### src/rtl/cube_pkg.sv
// Shared types, widths and the isometric-cube vertex/segment tables for cube_line_sched.
package cube_pkg;

    localparam int unsigned NSEG = 9;
    localparam int unsigned X_W  = 11;
    localparam int unsigned Y_W  = 10;
    localparam int unsigned B_W  = 12;

    typedef enum logic [2:0] {IDLE, CHECK, LAUNCH, DRAW, FINISH} state_t;

    typedef enum logic [2:0] {V0, V1, V2, V3, V4, V5, VC} vtx_t;

    // Segment k runs from SEG_A[k] to SEG_B[k]: hexagon outline, then the three inner spokes.
    localparam vtx_t SEG_A [NSEG] = '{V0, V1, V2, V3, V4, V5, VC, VC, VC};
    localparam vtx_t SEG_B [NSEG] = '{V1, V2, V3, V4, V5, V0, V1, V5, V3};

    function automatic logic [X_W-1:0] vtx_x(vtx_t v, logic [X_W-1:0] cx, logic [7:0] s);
        logic [X_W-1:0] se;
        se = X_W'(s);
        case (v)
            V1, V2:  vtx_x = cx + se;
            V4, V5:  vtx_x = cx - se;
            default: vtx_x = cx;
        endcase
    endfunction

    function automatic logic [Y_W-1:0] vtx_y(vtx_t v, logic [Y_W-1:0] cy, logic [7:0] s);
        logic [Y_W-1:0] se;
        logic [Y_W-1:0] he;
        se = Y_W'(s);
        he = Y_W'(s >> 1);
        case (v)
            V0:      vtx_y = cy - se;
            V1, V5:  vtx_y = cy - he;
            V2, V4:  vtx_y = cy + he;
            V3:      vtx_y = cy + se;
            default: vtx_y = cy;
        endcase
    endfunction

endpackage

### src/rtl/line_engine.sv
// Bresenham line stepper: one pixel per enabled cycle, done pulse after the last pixel is taken.
module line_engine
    import cube_pkg::*;
(
    input  logic           clk,
    input  logic           reset,
    input  logic           start,
    input  logic           en,
    input  logic [X_W-1:0] x0,
    input  logic [Y_W-1:0] y0,
    input  logic [X_W-1:0] x1,
    input  logic [Y_W-1:0] y1,
    output logic           plot,
    output logic [X_W-1:0] x,
    output logic [Y_W-1:0] y,
    output logic           done
);

    logic [X_W-1:0]        x_end;
    logic [Y_W-1:0]        y_end;
    logic signed [B_W-1:0] dx, dy, err;
    logic                  sx, sy;

    logic signed [B_W-1:0] dx_init, dy_init;
    logic signed [B_W:0]   e2, dx_w, dy_w;
    logic                  step_x, step_y, at_end;

    always_comb begin
        dx_init = $signed(B_W'((x1 >= x0) ? (x1 - x0) : (x0 - x1)));
        dy_init = -$signed(B_W'((y1 >= y0) ? (y1 - y0) : (y0 - y1)));
        e2      = {err, 1'b0};
        dx_w    = {dx[B_W-1], dx};
        dy_w    = {dy[B_W-1], dy};
        step_x  = (e2 >= dy_w);
        step_y  = (e2 <= dx_w);
        at_end  = (x == x_end) && (y == y_end);
    end

    always_ff @(posedge clk or posedge reset) begin
        if (reset) begin
            plot  <= 1'b0;
            done  <= 1'b0;
            x     <= '0;
            y     <= '0;
            x_end <= '0;
            y_end <= '0;
            dx    <= '0;
            dy    <= '0;
            err   <= '0;
            sx    <= 1'b0;
            sy    <= 1'b0;
        end else begin
            done <= 1'b0;
            if (start) begin
                x     <= x0;
                y     <= y0;
                x_end <= x1;
                y_end <= y1;
                dx    <= dx_init;
                dy    <= dy_init;
                err   <= dx_init + dy_init;
                sx    <= (x1 >= x0);
                sy    <= (y1 >= y0);
                plot  <= 1'b1;
            end else if (en && plot) begin
                if (at_end) begin
                    plot <= 1'b0;
                    done <= 1'b1;
                end else begin
                    if (step_x) x <= sx ? x + X_W'(1) : x - X_W'(1);
                    if (step_y) y <= sy ? y + Y_W'(1) : y - Y_W'(1);
                    err <= err + (step_x ? dy : '0) + (step_y ? dx : '0);
                end
            end
        end
    end

endmodule

### src/rtl/cube_line_sched.sv
// Sequences the nine line segments of an isometric cube through one line_engine.
module cube_line_sched
    import cube_pkg::*;
#(
    parameter int unsigned SCR_W = 800,
    parameter int unsigned SCR_H = 480
) (
    input  logic           clk,
    input  logic           reset,
    input  logic           req,
    output logic           ack,
    input  logic [X_W-1:0] cx,
    input  logic [Y_W-1:0] cy,
    input  logic [7:0]     size,
    input  logic [7:0]     color,
    input  logic           abort,
    input  logic           pix_ready,
    output logic           plot,
    output logic [X_W-1:0] px,
    output logic [Y_W-1:0] py,
    output logic [7:0]     pcolor,
    output logic           busy,
    output logic           done,
    output logic           reject
);

    state_t         state, state_next;
    logic [3:0]     seg, seg_next;
    logic [X_W-1:0] cx_reg;
    logic [Y_W-1:0] cy_reg;
    logic [7:0]     s_reg, color_reg;
    logic           ack_next, done_next, reject_next, latch_en;

    logic           eng_start, eng_en, eng_plot, eng_done;
    logic [X_W-1:0] seg_x0, seg_x1;
    logic [Y_W-1:0] seg_y0, seg_y1;
    logic [B_W-1:0] bx, by, bs;
    logic           out_of_bounds;

    // Widened to 12 bits so cx+s and cy+s cannot wrap.
    always_comb begin
        bx = B_W'(cx_reg);
        by = B_W'(cy_reg);
        bs = B_W'(s_reg);
        out_of_bounds = (bx < bs) || ((bx + bs) > B_W'(SCR_W - 1)) ||
                        (by < bs) || ((by + bs) > B_W'(SCR_H - 1));
    end

    always_comb begin
        seg_x0 = vtx_x(SEG_A[seg], cx_reg, s_reg);
        seg_y0 = vtx_y(SEG_A[seg], cy_reg, s_reg);
        seg_x1 = vtx_x(SEG_B[seg], cx_reg, s_reg);
        seg_y1 = vtx_y(SEG_B[seg], cy_reg, s_reg);
    end

    always_comb begin
        state_next  = state;
        seg_next    = seg;
        ack_next    = 1'b0;
        done_next   = 1'b0;
        reject_next = 1'b0;
        eng_start   = 1'b0;
        latch_en    = 1'b0;
        unique case (state)
            IDLE: begin
                if (req) begin
                    ack_next   = 1'b1;
                    latch_en   = 1'b1;
                    state_next = CHECK;
                end
            end
            CHECK: begin
                if (out_of_bounds) begin
                    reject_next = 1'b1;
                    state_next  = IDLE;
                end else begin
                    seg_next   = '0;
                    state_next = LAUNCH;
                end
            end
            LAUNCH: begin
                eng_start  = 1'b1;
                state_next = DRAW;
            end
            DRAW: begin
                if (eng_done) begin
                    if (seg == 4'(NSEG - 1)) begin
                        state_next = FINISH;
                    end else begin
                        seg_next   = seg + 4'd1;
                        state_next = LAUNCH;
                    end
                end
            end
            FINISH: begin
                done_next  = 1'b1;
                state_next = IDLE;
            end
            default: state_next = IDLE;
        endcase
        if (abort && (state != IDLE)) begin
            state_next  = IDLE;
            seg_next    = seg;
            done_next   = 1'b0;
            reject_next = 1'b0;
            eng_start   = 1'b0;
        end
    end

    always_ff @(posedge clk or posedge reset) begin
        if (reset) begin
            state     <= IDLE;
            seg       <= '0;
            ack       <= 1'b0;
            done      <= 1'b0;
            reject    <= 1'b0;
            cx_reg    <= '0;
            cy_reg    <= '0;
            s_reg     <= '0;
            color_reg <= '0;
        end else begin
            state  <= state_next;
            seg    <= seg_next;
            ack    <= ack_next;
            done   <= done_next;
            reject <= reject_next;
            if (latch_en) begin
                cx_reg    <= cx;
                cy_reg    <= cy;
                s_reg     <= size;
                color_reg <= color;
            end
        end
    end

    // An aborted engine may still hold plot; gating by DRAW hides it until the next start.
    assign plot   = eng_plot && (state == DRAW);
    assign eng_en = pix_ready || !plot;
    assign busy   = (state != IDLE);
    assign pcolor = color_reg;

    line_engine u_line_engine (
        .clk   (clk),
        .reset (reset),
        .start (eng_start),
        .en    (eng_en),
        .x0    (seg_x0),
        .y0    (seg_y0),
        .x1    (seg_x1),
        .y1    (seg_y1),
        .plot  (eng_plot),
        .x     (px),
        .y     (py),
        .done  (eng_done)
    );

endmodule

### config.mk
export PLATFORM = sky130hd
export DESIGN_NAME = cube_line_sched
export DESIGN_NICKNAME = d
export VERILOG_FILES = /design/src/rtl/cube_pkg.sv /design/src/rtl/line_engine.sv /design/src/rtl/cube_line_sched.sv
export SDC_FILE = /design/constraint.sdc
export NUM_CORES = 1
export LEC_CHECK = 0
export CAP_MARGIN = 5
export CELL_PAD_IN_SITES_DETAIL_PLACEMENT = 0
export CELL_PAD_IN_SITES_GLOBAL_PLACEMENT = 1
export CORE_UTILIZATION = 40
export CTS_BUF_LIST = sky130_fd_sc_hd__clkbuf_2
export CTS_CLUSTER_DIAMETER = 30
export DETAILED_ROUTE_END_ITERATION = 10
export HOLD_SLACK_MARGIN = 0.1
export PLACE_DENSITY = 0.79
export SLEW_MARGIN = 20
export SYNTH_ARGS = -nofsm -noshare
export SYNTH_HDL_FRONTEND = slang
export SYNTH_SLANG_ARGS = --single-unit
### constraint.sdc
create_clock -name clk -period 6.9 [get_ports clk]
set_input_delay 1.38 -clock clk [delete_from_list [all_inputs] [get_ports clk]]
set_output_delay 1.38 -clock clk [all_outputs]
set_load 0.02 [all_outputs]
==> flow_summary.json, run 1 <==
{
  "status": "finished clean",
  "drtIter0Drc": 833,
  "maxSlewViolCount": 0,
  "clkSlewWorstSetupHoldPaths_ns": 0.22,
  "grt-ovfl-total": 0,
  "ctsLongestPathBuffers": 2,
  "final_common_cell": "inv_1",
  "reg_top3": "u_line_engine.dx: 12 flops, u_line_engine.dy: 12 flops, u_line_engine.err: 12 flops",
  "place_ws_ns": -0.00623,
  "die_area_um2": 35000,
  "drcViolationCount": 0,
  "layout.cells.non_filler": 2280,
  "start_util_pct": 40.8,
  "num_vias": 12661,
  "holdCritPathClass": "reg2reg",
  "place.gp.congestion": 0.977,
  "setup_viol": 0,
  "syn_area_um2": 13700,
  "syn2layout_area_growth_pct": 17.6,
  "postRouteAntennaNets": 0,
  "die_h_um": 187,
  "post-dp-hpwl_um": 33700,
  "cts_hold_buf": 0,
  "worst_path_most_repeated_cell": "buf_4",
  "avgViaCountPerCell": 5.55,
  "synth_edf_count": 0,
  "synthFlopType": "dfrtp_1",
  "ys_types": 83,
  "die_w_um": 187,
  "r2r_cells": 32,
  "fin_crit_ns": 6.51,
  "slowest_stage": "ha_2",
  "ys_ff_latch": 129,
  "rows": 67,
  "core_um2": 33600,
  "antenna_found_initial": 2,
  "fin_hold_ws_ns": 0.532,
  "wl_per_cell_um": 18.8,
  "critPathKind": "reg2reg",
  "htree_levels": 4,
  "grt_pass1_vias": 12346,
  "nets": 2038,
  "first_pass_iters": 5,
  "cp.arrival_ns": 7.28,
  "worst_setup_path_end_kind": "register",
  "maxCapViolCount": 0,
  "ys_async_sr_fraction_pct": 100,
  "fin_ws_ns": 0.393,
  "layout-drive-gt1-share_pct": 15.0,
  "slowest_delay_ns": 0.49,
  "ctsRootBufferMaster": "clkbuf_2",
  "cts.sinks": 129,
  "synth_seq_area_share_pct": 23.5,
  "final.setup_skew_ns": 0.0470,
  "fin_crit_sh_pct": 94.3,
  "yosys_warnings": 0,
  "tightest_slew_ns": 1.01,
  "start_kind": "register",
  "fmax_mhz": 154,
  "cp.required_ns": 7.67,
  "final_cell_mix": "181 x inv_1, 174 x nand2_1, 146 x ha_1, 137 x o21ai_0, 124 x dfrtp_1",
  "whs_path_depth": 2,
  "clock_latency_ns": 0.84,
  "grt_start_max_net_pins": 67,
  "syn_inst": 1687,
  "cts_tree": "yes",
  "synth.avg_cell_area_um2": 8.13,
  "grt_usage_pct": 24.3,
  "io_pins": 76,
  "hold_violations": 0,
  "routed_wl_um": 42900,
  "path_max_fanout": 10,
  "dp.cells": 2229,
  "cts-buffers-inserted": 17,
  "syn_nets": 1908,
  "grt_pass1_wl_um": 67400,
  "slew_headroom_pct": 32.8,
  "port_buffers": 75
}
## per-stage QoR
stage	util [%]	TNS, ns	area, um2
after floorplan	-	0	13700
after global placement	45.9	0	15400
after detailed placement	45.9	-0.00623	15400
after CTS	46.6	0	15700
after global routing	48.0	-0.0364	16100
final	48.0	0	16100
## final cells by class
| cell class | instances | area [um2] |
|---|---|---|
| sequential | 129 | 3230 |
| antenna | 2 | 5.00 |
| inverter | 185 | 699 |
| multi-input combinational | 1307 | 9850 |
| clock inverter | 14 | 155 |
| tap | 448 | 561 |
| clock buffer | 18 | 90.1 |
| timing repair buffer | 177 | 1520 |
| fill | 3297 | 17500 |
## cell usage after synthesis, types with 7 or more instances
library cell,count,area [um2]
nand2b_1,28,175
xnor2_1,79,692
dfrtp_1,129,3230
nor3_1,26,130
nand2_1,175,657
fa_1,25,500
o21a_1,18,135
a21o_1,24,180
o211ai_1,16,120
nand4_1,12,75.1
xor2_1,34,298
mux2_2,41,462
a221oi_1,19,166
o22ai_1,15,93.8
ha_1,154,1930
a31oi_1,10,62.6
nor2b_1,29,181
a22oi_1,13,97.6
o21ai_0,152,761
a211oi_1,14,105
and2_1,10,62.6
and3_1,12,75.1
or3_1,11,68.8
a21boi_0,10,75.1
o2111ai_1,11,96.3
a221o_1,7,70.1
inv_1,185,694
o21bai_1,23,173
nand3_1,20,100
clkbuf_1,55,206
mux2i_1,25,250
a21oi_1,105,526
nor2_1,91,342
## repair_timing
item / 4_1_cts / 5_1_grt
pin swaps: 0 / 32
setup endpoints to repair: 2 / 7
resized for setup: 1 / 98
buffers inserted: 0 / 17
## per-layer routing
layer | global-route usage, % | wire (um)
met3 | 3.10 | 1740
met1 | 32.7 | 19800
met4 | 6.34 | 908
met2 | 41.0 | 20500
met5 | 0 | 0
## worst max-delay path, delay by kind of cell (launching register included)
kind	cells	cell delay, ns
and+or+nand+nor	5	0.78
buffers and inverters	5	0.57
xor gates and xnor gates	1	0.08
DFF	1	0.48
muxes	1	0.19
adders and majority gates	4	1.40
AOI/OAI and AO/OA	16	2.92
## final timing paths
| path | startpoint | to | slack, ns |
|---|---|---|---|
| hold reg to reg | u_line_engine.y_end[2] | u_line_engine.y_end[2] | 0.53 |
| max in group asynchronous | reset | seg[0] | 4.54 |
| min in group asynchronous | reset | u_line_engine.dy[11] | 0.96 |
| setup / recovery | cy_reg[0] | u_line_engine.err[11] | 0.39 |
| hold / removal | u_line_engine.y_end[2] | u_line_engine.y_end[2] | 0.53 |
| setup reg to reg | cy_reg[0] | u_line_engine.err[11] | 0.39 |
## cells by family after synthesis
family	count (synthesis)	share of synthesized area [%]
multiplexers	66	5.19
adder cells (fa/ha/maj)	179	17.7
AO/OA/AOI/OAI	496	23.3
AND/OR/NAND/NOR	451	15.7
XOR/XNOR	115	7.50
buffers and inverters	251	7.03
flip-flops	129	23.5
Power of run 1 is not shown: default switching activity piles up to over one toggle a cycle in this logic, so the estimate is an artifact.
==> inputs of run 2 (changes only) <==
Settings changed: TNS_END_PERCENT from default to 100.
==> results of run 2 <==
The final DEF is identical to that of run 1; final timing and power are the same.
Power of run 2 is left out for the same reason.
